==> src/rtl/pc_gen.sv <==
// Purpose: program-counter generator with BOOT/RUN/HALT control, trap/mret and branch redirect.
// Latency: every request takes effect on the next rising edge; all outputs come straight from flops.
// Backpressure: stall holds the PC in RUN; trap, mret, branch and halt override stall.
module pc_gen #(
  parameter int unsigned                 WORD_WIDTH   = 32,
  parameter logic [WORD_WIDTH-1:0]       RESET_VECTOR = '0,
  parameter logic [WORD_WIDTH-1:0]       TRAP_VECTOR  = WORD_WIDTH'('h100),
  parameter int unsigned                 INC          = 4
) (
  input  logic                  clk,
  input  logic                  rstn,
  input  logic                  stall,
  input  logic                  branch,
  input  logic [WORD_WIDTH-1:0] branch_target,
  input  logic                  trap,
  input  logic                  mret,
  input  logic                  halt,
  input  logic                  resume,
  output logic [WORD_WIDTH-1:0] pc_out,
  output logic                  pc_valid,
  output logic [WORD_WIDTH-1:0] epc_out,
  output logic                  misalign
);

  // INC is a power of two, so alignment is a test of the low log2(INC) bits.
  localparam int unsigned          ALIGN_BITS = $clog2(INC);
  localparam logic [WORD_WIDTH-1:0] INC_W     = WORD_WIDTH'(INC);

  typedef enum logic [1:0] {
    BOOT = 2'd0,
    RUN  = 2'd1,
    HALT = 2'd2
  } state_t;

  state_t                  state;
  state_t                  state_next;
  logic [WORD_WIDTH-1:0]   pc_next;
  logic [WORD_WIDTH-1:0]   epc_next;
  logic                    misalign_next;
  logic                    target_misaligned;

  assign target_misaligned = |branch_target[ALIGN_BITS-1:0];

  // Next state and next PC/EPC selection; outputs default to holding their value.
  always_comb begin
    state_next    = state;
    pc_next       = pc_out;
    epc_next      = epc_out;
    misalign_next = 1'b0;
    case (state)
      // One dead cycle after reset; every request is ignored here.
      BOOT: state_next = RUN;
      RUN: begin
        if (trap) begin
          pc_next  = TRAP_VECTOR;
          epc_next = pc_out;
        end else if (halt) begin
          // Halt freezes the PC, so it also pre-empts mret/branch/stall.
          state_next = HALT;
        end else if (mret) begin
          pc_next = epc_out;
        end else if (branch) begin
          if (target_misaligned) begin
            // A misaligned target is reported as a trap with the bad target as EPC.
            pc_next       = TRAP_VECTOR;
            epc_next      = branch_target;
            misalign_next = 1'b1;
          end else begin
            pc_next = branch_target;
          end
        end else if (!stall) begin
          // Natural wrap at WORD_WIDTH bits.
          pc_next = pc_out + INC_W;
        end
      end
      HALT: begin
        if (trap) begin
          state_next = RUN;
          pc_next    = TRAP_VECTOR;
          epc_next   = pc_out;
        end else if (resume) begin
          // PC is untouched so the held address is fetched again.
          state_next = RUN;
        end
      end
      default: state_next = BOOT;
    endcase
  end

  // State and output registers; pc_valid is registered from the next state.
  always_ff @(posedge clk or negedge rstn) begin
    if (!rstn) begin
      state    <= BOOT;
      pc_out   <= RESET_VECTOR;
      epc_out  <= '0;
      pc_valid <= 1'b0;
      misalign <= 1'b0;
    end else begin
      state    <= state_next;
      pc_out   <= pc_next;
      epc_out  <= epc_next;
      pc_valid <= (state_next == RUN);
      misalign <= misalign_next;
    end
  end

endmodule

==> config.mk <==
export PLATFORM = sky130hd
export DESIGN_NAME = pc_gen
export DESIGN_NICKNAME = d
export VERILOG_FILES = /design/src/rtl/pc_gen.sv
export SDC_FILE = /design/constraint.sdc
export NUM_CORES = 1
export LEC_CHECK = 0
export ABC_AREA = 0
export BUFFER_PORTS_ARGS = -buffer_cell sky130_fd_sc_hd__buf_2
export CORE_ASPECT_RATIO = 1.1
export CORE_MARGIN = 5
export CORE_UTILIZATION = 50
export CTS_CLUSTER_SIZE = 20
export DETAILED_ROUTE_END_ITERATION = 8
export PLACE_DENSITY = 0.78
export SLEW_MARGIN = 20
export SYNTH_ARGS = -nofsm -noshare
export SYNTH_HDL_FRONTEND = slang
export SYNTH_SLANG_ARGS = --single-unit
==> constraint.sdc <==
create_clock -name clk -period 2.6 [get_ports clk]
set_clock_uncertainty 0.2 [all_clocks]
set_input_delay 0.13 -clock clk [delete_from_list [all_inputs] [get_ports clk]]
set_output_delay 0.13 -clock clk [all_outputs]
set_load 0.1 [all_outputs]
After elaboration in Yosys (flattened, before gate mapping)
Cells that the tools add are included.

storage, ports and cells
  input port bits = 40
  bits in registers = 68
  word-level logic and storage cells = 46
  output and inout bits = 66

operators by class
  multiplexer cells = 26
  add/subtract/negate cells = 1
  reductions and logical operators = 5
  equality and inequality tests = 9

operators by type and width
  operator                                                                count
  32-bit two-way mux                                                      13
  32-bit one-hot mux with 2 select lines                                  2
  32-bit by 3-bit adder with 32-bit output (second input constant)        1
  3-bit != test (second input constant)                                   4
  2-bit two-way mux                                                       4
  1-bit two-way mux                                                       6
  2-bit one-hot mux with 3 select lines                                   1
  6-bit AND reduction                                                     1
  5-bit != test (second input constant)                                   1
  2-bit by 1-bit equality test with 1-bit output (second input constant)  2
  4-bit AND reduction                                                     1
  2-bit equality test (second input constant)                             1
  2-bit zero test                                                         1
  2-bit != test (second input constant)                                   1
  2-bit nonzero test                                                      1
  2-bit OR reduction                                                      1

Logic depth before layout (Yosys ltp)
  word-level depth = 7
  gate-level depth with buffers = 10
  gate-level depth less buffers = 7

Worst setup path before layout
No wires, ideal clock.

  path kind = register to register
  from = reg pc_out[2]
  to = reg pc_out[22]
  data arrival time = 2514 ps
  slack = -246 ps
  library setup time = 132 ps
  data required time = 2268 ps
  stages on the path, launching flop included = 7
  path through = dfrtp_1 > ha_1 > nand3_1 > nor4_2 > nand4_1 > nand3_1 > or3b_1

on the way
  longest elaborated chain between the ends = 7

ends and longest elaborated chain
  what                                      line  text
  from (decl)                               19    output logic [WORD_WIDTH-1:0] pc_out,
  from (signal assigned)                    100   pc_out <= pc_next;
  32-bit by 3-bit adder with 32-bit output  73    pc_next = pc_out + INC_W;
  32-bit two-way mux                        71    end else if (!stall) begin
  32-bit two-way mux                        62    end else if (branch) begin
  32-bit two-way mux                        60    end else if (mret) begin
  32-bit two-way mux                        57    end else if (halt) begin
  32-bit two-way mux                        54    if (trap) begin
  32-bit one-hot mux with 2 select lines    50    case (state)

No other way between the ends. The select of a mux whose other input is x is not followed.
A chain may end at the register's enable or synchronous reset.

Worst setup path after layout
  from = reg state[1]
  to = reg pc_out[31]

on the way
  longest elaborated chain between the ends = 3
  elaborated cells between the ends (all ways) = 8
  classes of those cells = eq/ne: 5; mux: 1; reduce/logical: 2

ends and longest elaborated chain
  what                                                                                          line  text
  from (decl)                                                                                   35    state_t state;
  from (signal assigned)                                                                        99    state <= state_next;
  2-bit by 1-bit equality test with 1-bit output / 2-bit equality test (equally long branches)  50
  5-bit != test (no source line) (tied with other cells)                                        --
  4-bit AND reduction (no source line)                                                          --

Several ways; a longest one is shown, not always the timed one.

==> results.yml <==
global_route:
  antenna_found_initial: 0
  grt_pass1_vias: 4219
  grt_usage: 0.259
  overflow: 0
  grt_max_degree: 69
  grt_pass1_wl_mm: 20.8
yosys:
  postSynth.asyncResetShare: 1.00
  synth.yosys.seq_area_share: 0.418
  synth_fp_nets: 497
  yosys-top-cells-count: "dfrtp_1 (68), nor2_1 (52), a21oi_1 (42), mux2i_1 (32), nand2_1 (24)"
  syn_inst: 452
  synth-warning-count: 0
  syn_avg_cell_area_um2: 9.01
  ys_seq_elements: 68
  yosysTopAreaCell: "dfrtp_1"
  synth_ff_type: "dfrtp_1"
  synth_area_mm2: 0.00407
  synth.most_common_cell: "dfrtp_1"
  synth_edf_count: 0
  synth.area.top_cells: "dfrtp_1 (42%), mux2i_1 (7.9%), a21oi_1 (5.2%)"
  synth_top_area_frac: 0.418
  yosysUniqueCellTypes: 54
final_layout:
  area_growth_pct: 31.8
  seq_area_mm2: 0.00172
  antennaDiodeCount: 0
  drive_gt1_frac: 0.288
  post-route-util: 0.678
  nFillCells: 640
  multi_input_area_mm2: 0.00219
  nets: 640
worst_setup_path:
  crit_chain: "inv_1 > ha_1 > nand2_1 > a211oi_1 > buf_4 > nand2_1 > o311ai_1"
  startpoint_type: "flop"
  crit_top_cell: "nand2_1"
  timing.setup.critical_path_class: "flop to flop"
  required_ps: 2640
  crit_fanout: 10
  crit_slowest_cell: "a211oi_1"
  cpPeakStageDelay_ps: 440
  r2r_start: "state[1]"
  setup.worst_path.start: "state[1]"
  cp-end-kind: "flop"
  crit_arrival_ps: 2370
route:
  drt_pass1_iterations: 5
  wirelength_mm: 12.7
  first_iter_violations: 358
  vias: 4310
  wl_per_cell_um: 17.9
  final_antenna_net_count: 0
  drc_errors: 0
  vias_per_cell: 6.09
clock_network:
  cts_tree: "built"
  clockBufferDepth: 2
  clk_pin_slew_ps: 80
  numCtsBuffers: 9
  clkLatencyLatePin_ps: 360
  cts_sinks: 68
  htreeDepth: 3
  cts_root_buf: "clkbuf_8"
timing:
  post-route-period-util: 0.897
  grt_setup_unrepaired: "no"
  setup_tns_ps: 0
  max_freq_mhz: 429
  worst_pin_slew_ps: 885
  slew_headroom: 0.410
  drv_slew: 0
  timing.hold.ws_ps: 60.4
  hold_viol: 0
  finalCriticalPeriod_ps: 2330
  setup_viol: 0
  layout_setup_ws_ps: 268
floorplan:
  dieArea_mm2: 0.0100
  start_util: 0.515
  rows: 34
  fp.dieH_um: 105
  pin_count: 106
  core_area_mm2: 0.00791
  die_w_um: 96.0
outcome:
  outcome: "finished clean"
flow_run:
  maxCapViolations: 0
placed_design:
  dp_slack_ps: 324
  dp_hpwl_mm: 8.50
  gp_congestion: 0.883
  portBuffers: 105
min_path:
  min_from: "resume"
  hold_class: "primary input to flop"
[final timing paths]
| kind | to | slack [ps] | cells past startpoint |
|---|---|---|---|
| setup / recovery | pc_out[31] | 270 | 7 |
| hold / removal | state[1] | 60 | 5 |
| setup reg to reg | pc_out[31] | 270 | 7 |
| hold reg to reg | pc_out[1] | 320 | 2 |
| max in group asynchronous | pc_out[15] | 1260 | 3 |
| min in group asynchronous | epc_out[11] | 300 | 3 |
[critical path, delay by kind of cell, from the launching register on]
kind	cells	cell delay [ps]
AO/OA/AOI/OAI	2	530
adder cells (fa/ha/maj)	1	390
buffers and inverters	2	340
flip-flops	1	430
AND/OR/NAND/NOR	2	320
[state kept, by name, indices dropped and copies added, names as in the netlist]
signal / flops
epc_out: 32
misalign: 1
state: 2
pc_valid: 1
pc_out: 32
[stage by stage]
stage / cell area [um^2] / cells
detailed placement: 4790 / 654
CTS: 5370 / 708
floorplan: 4090 / 452
finish: 5370 / 708
global route: 5370 / 708
global placement: 4790 / 654
[placed cells by master (no fill, tap or decap), drive strengths merged, types with 5 or more instances in the layout]
master and n:
clkbuf 10, mux2i 32, ha 5, a22o 8, nand3 19, nor3b 6, nand2 24, dlygate4sd3 38
a221oi 6, nor2 53, nor4 9, nor3 15, a21oi 42, inv 9, dfrtp 68, nand4 11
a22oi 12, o22ai 5, buf 130, a31oi 11, o21ai 30
[logic make-up (layout without fill, tap and decap cells)]
family	after synthesis	count (layout)	share of synthesized area
AND/OR/NAND/NOR	154	154	0.201
AO/OA/AOI/OAI	146	146	0.236
flip-flops	68	68	0.418
buffers and inverters	45	193	0.0473
multiplexers	32	32	0.0787
adder cells (fa/ha/maj)	5	5	0.0154
XOR/XNOR	2	2	0.00430
[layout make-up]
class / count / area share
clock inverters: 6 / 0.0121
inverters: 9 / 0.00629
clock buffers: 10 / 0.0238
flip-flops and latches: 68 / 0.321
multi-input cells: 339 / 0.408
repair buffers: 168 / 0.204
well taps: 108 / 0.0252
[routing by layer]
metal / global-route usage / up-vias / routed length [um]
li1: - / 1996 / -
met5: 0 / - / 0
met1: 0.328 / 2064 / 5040
met2: 0.427 / 215 / 6310
met3: 0.0395 / 35 / 920
met4: 0.124 / 0 / 400
[repair_timing]
item | CTS | global route
gates resized for setup | 0 | 0
hold buffers | 38 | 0
buffers inserted | 0 | 0
endpoints found under the hold margin | 128 | 0
Power is left out: the tool's default activity adds up to more than one toggle a clock period on the data nets, which glitch-free logic cannot reach.
